File: src/rtl/intersection_light_ctrl.sv
`default_nettype none
`timescale 1ns/1ps

// ============================================================================
// Module      : intersection_light_ctrl
// Description : Two-road intersection sequencer. The main (north-south) road
//               rests on green. The side (east-west) road gets a fixed green
//               after a minimum main-green time, and only when a side vehicle
//               or a pedestrian is waiting. Every change of right-of-way goes
//               through yellow and then an all-red clearance.
// Ports       : clk          - system clock, rising edge
//               reset        - asynchronous active-high reset
//               side_sensor  - level, side-road vehicle waiting
//               ped_req      - pedestrian button, sampled every edge and latched
//               light_ns     - main-road light code (GREEN/YELLOW/RED)
//               light_ew     - side-road light code (GREEN/YELLOW/RED)
//               walk         - walk signal for crossing the main road
//               ped_wait     - pedestrian request latch is set
// Revision    : 1.0 - initial release
// ============================================================================

// Light encoding shared with the car FSMs (light.v). The guards let this file
// stand alone or follow light.v in a compile list.
`ifndef GREEN
`define GREEN  2'b00
`endif
`ifndef YELLOW
`define YELLOW 2'b01
`endif
`ifndef RED
`define RED    2'b10
`endif

module intersection_light_ctrl #(
  parameter int unsigned MIN_GREEN     = 8,
  parameter int unsigned SIDE_GREEN    = 6,
  parameter int unsigned YELLOW_CYCLES = 3,
  parameter int unsigned ALLRED_CYCLES = 1
) (
  input  logic       clk,
  input  logic       reset,
  input  logic       side_sensor,
  input  logic       ped_req,
  output logic [1:0] light_ns,
  output logic [1:0] light_ew,
  output logic       walk,
  output logic       ped_wait
);

  localparam logic [2:0] S_NS_GO   = 3'd0;
  localparam logic [2:0] S_NS_SLOW = 3'd1;
  localparam logic [2:0] S_CLR_A   = 3'd2;
  localparam logic [2:0] S_EW_GO   = 3'd3;
  localparam logic [2:0] S_EW_SLOW = 3'd4;
  localparam logic [2:0] S_CLR_B   = 3'd5;

  // Terminal timer values: each timed state ends on the edge at which the
  // timer shows its duration minus one.
  localparam logic [7:0] c_min_green_m1  = 8'(MIN_GREEN - 1);
  localparam logic [7:0] c_side_green_m1 = 8'(SIDE_GREEN - 1);
  localparam logic [7:0] c_yellow_m1     = 8'(YELLOW_CYCLES - 1);
  localparam logic [7:0] c_allred_m1     = 8'(ALLRED_CYCLES - 1);

  logic [2:0] r_state;
  logic [2:0] w_state_nxt;
  logic [7:0] r_timer;
  logic [7:0] w_timer_nxt;
  logic       r_ped;
  logic       w_ped_nxt;
  logic       w_req;
  logic       w_enter_ew;

  // A fresh button press counts in the same edge it is sampled, so the
  // latch is ORed with the raw input for the leave-green decision.
  assign w_req = side_sensor | r_ped | ped_req;

  // --------------------------------------------------------------------------
  // State register (state, phase timer, pedestrian latch)
  // --------------------------------------------------------------------------
  always_ff @(posedge clk or posedge reset) begin
    if (reset) begin
      r_state <= S_CLR_B;
      r_timer <= 8'd0;
      r_ped   <= 1'b0;
    end else begin
      r_state <= w_state_nxt;
      r_timer <= w_timer_nxt;
      r_ped   <= w_ped_nxt;
    end
  end

  // --------------------------------------------------------------------------
  // Next-state, timer and latch logic
  // --------------------------------------------------------------------------
  always_comb begin
    w_state_nxt = r_state;
    case (r_state)
      S_NS_GO:   if ((r_timer == c_min_green_m1) && w_req) w_state_nxt = S_NS_SLOW;
      S_NS_SLOW: if (r_timer == c_yellow_m1)               w_state_nxt = S_CLR_A;
      S_CLR_A:   if (r_timer == c_allred_m1)               w_state_nxt = S_EW_GO;
      S_EW_GO:   if (r_timer == c_side_green_m1)           w_state_nxt = S_EW_SLOW;
      S_EW_SLOW: if (r_timer == c_yellow_m1)               w_state_nxt = S_CLR_B;
      S_CLR_B:   if (r_timer == c_allred_m1)               w_state_nxt = S_NS_GO;
      default:                                             w_state_nxt = S_CLR_B;
    endcase

    // Timer restarts on every phase change; in main green it parks at the
    // minimum so a late request is served on the edge that first sees it.
    if (w_state_nxt != r_state) begin
      w_timer_nxt = 8'd0;
    end else if ((r_state == S_NS_GO) && (r_timer == c_min_green_m1)) begin
      w_timer_nxt = r_timer;
    end else begin
      w_timer_nxt = r_timer + 8'd1;
    end

    // Requests made while the walk phase is showing, or on the edge that
    // starts it, are already being served, so they are not remembered.
    w_enter_ew = (r_state == S_CLR_A) && (w_state_nxt == S_EW_GO);
    if (w_enter_ew) begin
      w_ped_nxt = 1'b0;
    end else if (r_state == S_EW_GO) begin
      w_ped_nxt = r_ped;
    end else begin
      w_ped_nxt = r_ped | ped_req;
    end
  end

  // --------------------------------------------------------------------------
  // Output decode (state register only, no input paths)
  // --------------------------------------------------------------------------
  always_comb begin
    light_ns = `RED;
    light_ew = `RED;
    walk     = 1'b0;
    ped_wait = r_ped;
    case (r_state)
      S_NS_GO:   light_ns = `GREEN;
      S_NS_SLOW: light_ns = `YELLOW;
      S_EW_GO: begin
        light_ew = `GREEN;
        walk     = 1'b1;
      end
      S_EW_SLOW: light_ew = `YELLOW;
      default: begin
        light_ns = `RED;
        light_ew = `RED;
      end
    endcase
  end

  // --------------------------------------------------------------------------
  // Safety properties
  // --------------------------------------------------------------------------
  a_never_both_open: assert property (@(posedge clk) disable iff (reset)
    (light_ns == `RED) || (light_ew == `RED));

  a_ns_no_green_to_red: assert property (@(posedge clk) disable iff (reset)
    ($past(light_ns) == `GREEN) |-> (light_ns != `RED));

  a_ew_no_green_to_red: assert property (@(posedge clk) disable iff (reset)
    ($past(light_ew) == `GREEN) |-> (light_ew != `RED));

endmodule

`default_nettype wire

File: config.mk
export PLATFORM = sky130hd
export DESIGN_NAME = intersection_light_ctrl
export DESIGN_NICKNAME = d
export VERILOG_FILES = /design/src/rtl/intersection_light_ctrl.sv
export SDC_FILE = /design/constraint.sdc
export NUM_CORES = 1
export LEC_CHECK = 0
export CAP_MARGIN = 20
export CORE_AREA = 8 8 51 53
export CTS_CLUSTER_DIAMETER = 150
export DETAILED_ROUTE_END_ITERATION = 16
export DIE_AREA = 0 0 59 61
export GPL_ROUTABILITY_DRIVEN = 0
export PLACE_DENSITY = 0.76
export SLEW_MARGIN = 0
export SYNTH_ARGS = -nofsm -noshare
export SYNTH_HDL_FRONTEND = slang
export SYNTH_SLANG_ARGS = --single-unit
File: constraint.sdc
create_clock -name clk -period 2.1 [get_ports clk]
set_clock_uncertainty 0.1 [all_clocks]
set_input_delay 0.42 -clock clk [delete_from_list [all_inputs] [get_ports clk]]
set_output_delay 0.42 -clock clk [all_outputs]
set_load 0.01 [all_outputs]
# --- Yosys cells after proc, flatten, opt, wreduce, memory -nomap -nowiden ---
# Index checks and enable logic that the tools add are counted.
word_totals:
  inputBits: 4
  word_cells: 38
  out_inout_bits: 6
  regBits: 12
op_classes:
  add_sub_neg: 1
  eq_ne: 12
  n_bitwise: 3
  mux: 14
  reduce_logical: 5
ops:
  columns: ["op", "count"]
  rows:
  - ["two-way mux 3 bit", 6]
  - ["one-hot mux 3 bit (6 select lines)", 1]
  - ["== test 8 x 3 -> 1 bit, second input constant", 2]
  - ["two-way mux 8 bit", 2]
  - ["== test 3 x 2 -> 1 bit, second input constant", 3]
  - ["adder 8 x 1 -> 8 bit, second input constant", 1]
  - ["== test 8 x 2 -> 1 bit, second input constant", 1]
  - ["zero test 8 bit", 1]
  - ["one-hot mux 2 bit (2 select lines)", 2]
  - ["== test 3 bit, second input constant", 2]
  - ["inequality test 2 bit, second input constant", 2]
  - ["== test 3 x 1 -> 1 bit, second input constant", 1]
  - ["logical AND 1 bit", 3]
  - ["zero test 3 bit", 1]
  - ["two-way mux 1 bit", 3]
  - ["inequality test 3 bit", 1]
  - ["bitwise OR 1 bit", 3]

# --- Longest topological paths before layout ---
# Gate-level depths: netlist of run 1.
depth:
  ltp_word: 8
  ltp_mapped: 6
  ltp_nobuf: 6

# --- Worst setup path before layout of run 1 ---
# Ideal clock, no wire load.
synth_path:
  kind: "flip-flop to output port"
  from: "register r_state[0]"
  to: "output port light_ew[1]"
  path_buffers: 1
  required_ns: 1.580
  t_arrival_ns: 1.153
  setup_slack_ns: 0.427
  path_stages_with_launch: 5
  cell_sequence: "dfstp_2 > clkbuf_1 > nand2b_1 > nor2_1 > nor2_1"
synth_via:
  elab_chain_cells: 2
  elab_cells_between_ends: 3
  classes_between: "2 x eq/ne; 1 x mux"
synth_lines:
  columns: ["item", "line", "source"]
  rows:
  - ["from (decl)", "64", "logic [2:0] r_state;"]
  - ["from (signal assigned)", "86", "r_state <= w_state_nxt;"]
  - ["== test 3 bit / == test 3 x 2 -> 1 bit (equally long branches)", "137", "case (r_state)"]
  - ["one-hot mux 2 bit (2 select lines) *", "137", null]
  - ["to (decl)", "45", "output logic [1:0] light_ew,"]
# Mark *: on every way between the ends. The rest lies on a longest branch, timed or not.

# --- Worst setup path in the final report of run 1 ---
layout_path:
  from: "register r_state[2]"
  to: "output port light_ns[1]"
layout_via:
  elab_chain_cells: 2
  elab_cells_between_ends: 3
  classes_between: "1 x eq/ne; 1 x mux; 1 x reduce/logical"
layout_lines:
  columns: ["item", "line", "source"]
  rows:
  - ["== test 3 x 1 -> 1 bit / zero test 3 bit (equally long branches)", "137", null]
  - ["one-hot mux 2 bit (2 select lines) *", "137", null]
  - ["to (decl)", "44", "output logic [1:0] light_ns,"]
# Marks and branches as above.

==> reports/qor.yml, run 1 <==
status:
  outcome: "finished, final reports clean"
clock_network:
  cts_buffers: 3
  cts_tree: "built"
  cts_max_level: 1
  clk_pin_slew_worst_paths_ps: 90
  clock_latency_ps: 280
  cts_sinks: 12
  clockRootBuffer: "clkbuf_4"
  cts_buffer_depth: 2
global_routing:
  track_usage_pct: 11.52
  grt_antenna_before_repair: 0
  overflow: 0
  grt_pass1_wl_um: 3256
  grt_max_degree: 13
  grt_pass1_vias: 715
floorplan:
  coreArea_um2: 1842
  initial_core_util_pct: 49.80
  boundaryPins: 10
  die-area_um2: 3599
  die_width_um: 59
  rows: 16
  die_h_um: 61
yosys:
  syn-cell-area_um2: 917.1
  yosysTopAreaCell: "dfrtp_1"
  postSynth.asyncResetShare_pct: 100.0
  ys_seq_elements: 12
  synth_warnings: 0
  yosys.cell_types.count: 44
  yosysSeqAreaShare_pct: 33.02
  ys_top_cells_by_area: "dfrtp_1 (27%), dfstp_2 (5.7%), ha_1 (5.5%), xor2_1 (3.8%), buf_6 (3.7%)"
  syn-instance-count: 98
  synth_top_area_share_pct: 27.29
  synth_nets: 106
  ys.flop_type: "dfrtp_1"
  synth-edff-count: 0
  synth_area_per_cell_um2: 9.358
sta:
  min_period_ps: 1991
  tightest_slew_ps: 457.9
  slew_headroom_pct: 69.44
  slew_violations: 0
  timing.final.crit_share_pct: 94.79
  fmax_mhz: 502.3
  hold_viol_final: 0
  tns_ps: 0
  worst_slack_ps: 109.3
  setup_viol: 0
  rsz0062_at_grt: "false"
drt:
  avgViaCountPerCell: 5.558
  wl_per_cell_um: 13.94
  ant_nets: 0
  dr.pass1.iters: 4
  totalWireLength_um: 1924
  met3WireLength_um: 79
  top_layer_used: "met4"
  drc: 0
  vias: 767
  wl_met2_um: 969
  drt-met1-wl_um: 867
  drtIter0Drc: 15
worst_setup_path:
  worstReg2RegStart: "r_timer[1]$_DFFE_PP0P_"
  endpoint_kind: "output port"
  crit_arrival_ps: 1470
  critPathLaunchType: "flip-flop"
  crit_fanout: 4
  critPathLaunch: "r_state[2]$_DFF_PP1_"
  worstPathRequired_ps: 1580
  worstSetupPathType: "flip-flop to output port"
place:
  preCtsSetupSlack_ps: 143.9
  dp_hpwl_um: 1453
  numPortBuffers: 9
  postPlaceCellArea_um2: 1031
pwr:
  vdd_ir_drop_max_mv: 0.3299
  internal-power_mw: 0.3418
  p_clk_share_pct: 44.0
  power.density_nw_per_um2: 398.7
  seq_power_share_pct: 53.5
  power_leakage_nw: 0.5381
  p_switching_mw: 0.09026
  p_comb_share_pct: 2.5
  power_switching_share_pct: 20.89
finish:
  drive_above_1_share_pct: 18.92
  area_growth_pct: 18.14
  fin_nets: 120
  design_area_um2: 1084
  diodes: 0
run:
  drv_cap: 0
worst_hold_path:
  worstHoldPathType: "input pin to asynchronous set/reset pin"
[timing repair]
item	CTS	global route
hold buffers	0	0
endpoints found under the setup margin	4	2
gates resized for setup	3	3
setup buffers	1	0
endpoints found under the hold margin	0	0
[stage by stage]
step | hold slack [ps] | power [mW] | cells | util (%)
global placement | 424.5 | 0.2466 | 133 | 55.98
detailed placement | 435.4 | 0.2468 | 133 | 55.98
global route | 409.9 | 0.4419 | 138 | 58.83
finish | 344.6 | 0.4320 | 138 | 58.83
CTS | 366.6 | 0.4311 | 138 | 58.29
floorplan | 183.3 | 0.2398 | 98 | -
[logic make-up after synthesis]
group           share of synthesized area, %
simple gates                           29.88
compound gates                         16.37
xor+xnor                               5.730
fa+ha+maj                              5.457
flops                                  33.01
mux                                    1.091
buf+inv                                8.458
[flip-flops by register name, indices dropped and copies added, names as in the netlist]
register and cells:
r_timer 8, ped_wait 1, r_state 3
[cells in the mapped netlist, types with 2 or more instances]
cell and n:
dfrtp_1 10, nor2b_1 2, nand3_1 6, buf_2 2
dfstp_2 2, nand2_1 4, nand4_1 4, nor3_1 2
o21ai_0 3, a21oi_1 3, inv_1 8, and3_1 4
xnor2_1 2, nor2_1 8, buf_6 3, xor2_1 4
ha_1 4
[per-layer routing]
metal / vias to the layer above / track usage [%]
li1: 380 / -
met1: 375 / 13.78
met2: 10 / 20.72
met3: 2 / 2.542
met4: 0 / 2.048
met5: - / 0
[worst max-delay path, cell delays in order (launching register included)]
cell and delay, ps:
dfstp_2 590, nor2_4 50, inv_1 50, clkdlybuf4s50_1 520
[layout make-up]
cell class	count	area, µm²
repair buffers	15	137.6
inverters	8	30.03
flip-flops and latches	12	304.0
multi-input cells	72	541.8
fillers	168	758.2
well taps	27	33.78
clock buffers	4	36.28
[path summary, 6_finish.rpt]
kind / slack [ps] / depth (start not counted) / endpoint
worst max register to register: 280 / 6 / r_timer[1]$_DFFE_PP0P_
worst min-delay path: 340 / 2 / r_timer[6]$_DFFE_PP0P_
worst max-delay path: 110 / 3 / light_ns[1]
min in group clk: 450 / 2 / r_timer[7]$_DFFE_PP0P_
max in group asynchronous: 1200 / 2 / r_state[0]$_DFF_PP1_
worst min register to register: 450 / 2 / r_timer[7]$_DFFE_PP0P_
[power groups by stage]
stage / logic (mW) / registers [mW] / clock network [mW]
CTS: 0.0113 / 0.231 / 0.189
global placement: 0.0112 / 0.235 / 0
floorplan: 0.00436 / 0.235 / 0
detailed placement: 0.0113 / 0.235 / 0
finish: 0.0109 / 0.231 / 0.190
global route: 0.0126 / 0.231 / 0.198
[cell usage in the layout (no fill, tap or decap), types with 5 or more instances in the layout]
master / count
clkdlybuf4s50_1: 5
inv_1: 8
nand3_1: 6
nor2_1: 8
dfrtp_1: 9
buf_4: 6
Power figures use the tool's default switching activity.
==> run 2, diff against run 1 <==
CTS_CLUSTER_SIZE = 40   (was not set)
==> results of run 2 <==
No change in the layout: final DEF, timing and power equal those of run 1.
==> edit 1: new RTL, settings of run 1 <==
Set the parameter `SIDE_GREEN` to 3 (it was 6).
--- a/src/rtl/intersection_light_ctrl.sv
+++ b/src/rtl/intersection_light_ctrl.sv
@@ -35,3 +35,3 @@
   parameter int unsigned MIN_GREEN     = 8,
-  parameter int unsigned SIDE_GREEN    = 6,
+  parameter int unsigned SIDE_GREEN    = 3,
   parameter int unsigned YELLOW_CYCLES = 3,
Function: same outputs for any inputs over 10 cycles, from zero or initial values and one cycle with reset high; that may be too few to reach the edited logic, so the function may still have changed.
==> edit 1 against run 1 <==
Non-clock buffer count fell by 3. Final area decreased by 11%. Sequential cell count is the same. Area after synthesis down 14%. Routed wire length shrank 9.6%. Setup slack worse by 20 ps. Largest cell class unchanged. Highest routed layer unchanged.
Power is left out: it rests on default switching activity, and per cell area and clock period it moved more than threefold.
==> edit 1: results (changes against run 1) <==
metric	value	unit	change
wl_met1	817	um	-5.8%
grt_pass1_vias	647		-9.5%
r2r_slack	200	ps	-80 ps
place_ws	85.9	ps	-58.1 ps
synth.distinct_cells	35		-20%
track_usage	10.7	%	-0.82 points
final-nonclk-buf-share	11.0	%	-1.7 points
wirelength	1.74	mm	-9.6%
synth-seq-area-share	38.2	%	+5.2 points
dr.first_iter.drc_count	18		+3
clk_share	3.77	%	+0.42 points
synth_xor_area_share	7.74	%	+2.0 points
grt_use_met1	12.5	%	-1.3 points
yosys-top-cells-area	dfrtp_1, dfstp_2, a21oi_1		
outcome	complete, no violations		
synthAdderAreaFrac	4.74	%	-0.72 points
met2_usage	18.4	%	-2.3 points
synth_top_cells_by_count	a21oi_1, dfrtp_1, nand3_1		
met3_usage	2.12	%	-0.42 points
place_area	925	sq um	-10%
layout_min_cycle_time	2010	ps	+19.8 ps
fill_cells	179		+6.5%
nMultiInputCombCells	62		-14%
maxSlewHeadroom	65.4	%	-4.0 points
synth_compound_area_share	19.1	%	+2.7 points
post-route-util	52.3	%	-6.5 points
syn_nets	89		-16%
wl_met3	80	um	+1.3%
hpwl	1.27	mm	-13%
worst_ep_arrival_time	1490	ps	+20 ps
inverters	5		-3
drive_gt1_share	16.8	%	-2.1 points
grt_pass1_wl	2.98	mm	-8.5%
final_nets	103		-14%
final.signal_buffer_count	12		-3
via_per_inst	5.35		-3.7%
## edit 1: cell types whose count changed in the layout (fill, tap and decap cells not counted), moves of 3 or more
cell	before	now
nor2_1	8	4
inv_1	8	5
dlygate4sd2_1	2	5
a21oi_1	3	10
buf_4	6	3
## edit 1: stage by stage
stage	hold WS, ps	instances
CTS	367	122
detailed placement	415	118
floorplan	183	82
global placement	412	118
finish	367	122
global route	446	122
## edit 1: timing repair
item                                    CTS  global route
endpoints found under the setup margin    5             0
hold endpoints to repair                  0             0
gates resized for setup                   7             0
## edit 1: worst paths after layout
kind / endpoint / from / cells past startpoint
worst max-delay path: light_ns[0] / r_state[2] / 4
worst min-delay path: r_state[1] / reset / 2
worst max register to register: r_timer[2] / r_timer[0] / 6
worst min register to register: r_state[2] / r_state[2] / 2
max in group asynchronous: r_state[0] / reset / 2
min in group clk: r_state[2] / r_state[2] / 2
## edit 1: worst max-delay path, stage by stage, from the launching register on
cell and delay [ps]:
dfstp_2 550, buf_4 150, nor2_2 70, and2_1 170, dlygate4sd2_1 270
==> edit 2: new RTL, flow settings as in run 1 <==
Without the edit above. Reset style: synchronous (`reset`), changed in one clocked block. Comments in the files are not updated.
--- a/src/rtl/intersection_light_ctrl.sv
+++ b/src/rtl/intersection_light_ctrl.sv
@@ -79,3 +79,3 @@
   // --------------------------------------------------------------------------
-  always_ff @(posedge clk or posedge reset) begin
+  always_ff @(posedge clk) begin
     if (reset) begin
Formal check against the unedited RTL: differs if reset is asserted again (counterexample within 4 cycles, from zero or initial values and one cycle with reset high); with reset held inactive, the same outputs for 10 cycles.
==> edit 2 against run 1 <==
Setup slack better by 20 ps. Critical path type unchanged. Sequential cell count stayed put. Area after synthesis is 14% lower. Final area is 13% lower. Non-clock buffer count is 2 lower. Hold slack better by 110 ps. Routed wire length is 5.2% lower.
Power is not compared: it rests on default switching activity, and its combinational part moved more than twofold at a synthesized area within 25%.
==> edit 2: results (changes against run 1) <==
metric	value	unit	change
yosys-top-cells-area	dfxtp_1, nor2_1, ha_1		
swShare	39.7	%	
wl_met1	768	um	-11%
synth-seq-area-share	30.4	%	-2.6 points
synthMuxAreaShare	2.53	%	+1.4 points
path_clk_slew	70	ps	-20 ps
grt_pass1_vias	750		+4.9%
num_vias	759		-1.0%
track_usage	11.0	%	-0.50 points
grt_pass1_wl	3.14	mm	-3.6%
hold_path_class	flip-flop to flip-flop		
synth_xor_area_share	5.54	%	-0.19 points
synthArstFlopShare	0	%	-100 points
synth_top_cells_by_count	nor2_1, dfxtp_1, nand2_1, nor3_1, xnor2_1		
drive_gt1_share	14.8	%	-4.1 points
outcome	complete, no violations		
wl_met3	126	um	+59%
synth_compound_area_share	15.0	%	-1.3 points
tightest_slew	391	ps	-67.2 ps
met2_usage	20.1	%	-0.62 points
crit_fanout	14		+10
grt_max_degree	15		+2
met2_length	904	um	-6.7%
worst_ep_arrival_time	1450	ps	-20 ps
syn_nets	105		-0.94%
synth.distinct_cells	37		-16%
synthAdderAreaFrac	6.33	%	+0.87 points
yosys_most_used_dff	dfxtp_1		
fill_cells	207		+23%
dr.first_iter.drc_count	16		+1
final_nets	118		-1.7%
cts_setup_buffers	0		-1
grt_use_met1	11.8	%	-2.0 points
drt-wirelength-per-cell	13.5	um	-3.1%
met3_usage	3.18	%	+0.64 points
==> edit 2: cell types whose count changed in the layout (fill, tap and decap cells not counted), sizes merged, moves of 4 or more <==
| cell | run 1 | this run |
|---|---|---|
| nand4 | 5 | 1 |
| xor2 | 4 | 0 |
| nor3 | 3 | 7 |
| nand3 | 7 | 1 |
| nor2 | 9 | 15 |
| dfxtp | 0 | 12 |
| inv | 8 | 4 |
| dfrtp | 10 | 0 |
==> edit 2: layout make-up <==
type	count	share of cell area, %
clock buffers	3	2.40
inverters	4	1.60
repair buffers	13	12.8
multi-input cells	76	53.8
flip-flops and latches	12	25.8
well taps	27	3.60
==> edit 2: critical path, cell delays in order (launching register included) <==
cell             delay, ps
dfxtp_2                390
nor3b_2                220
clkdlybuf4s50_1        570
==> edit 2: final timing paths <==
kind	from	end	slack (ps)	cells after the start
max reg2reg	r_timer[1]	r_timer[0]	130	6
min reg2reg	ped_wait	ped_wait	450	2
min	ped_wait	ped_wait	450	2
max	r_state[1]	light_ew[0]	130	2
==> edit 2: power groups by stage <==
stage / registers (mW) / logic (mW) / clock network (mW)
5_1_grt: 0.334 / 0.530 / 0.149
3_3_place_gp: 0.326 / 0.467 / 0
6_report: 0.327 / 0.476 / 0.139
4_1_cts: 0.326 / 0.478 / 0.141
2_1_floorplan: 0.304 / 0.341 / 0
3_5_place_dp: 0.329 / 0.484 / 0
==> edit 2: through the flow <==
stage / instances / area [sq um] / total power [mW] / setup slack [ps] / utilization [%]
floorplan: 97 / 791 / 0.645 / 261 / -
finish: 135 / 940 / 0.943 / 130 / 51.0
CTS: 135 / 932 / 0.946 / 11.4 / 50.6
detailed placement: 132 / 910 / 0.812 / 112 / 49.4
global route: 135 / 940 / 1.01 / 19.8 / 51.0
global placement: 132 / 910 / 0.792 / 131 / 49.4
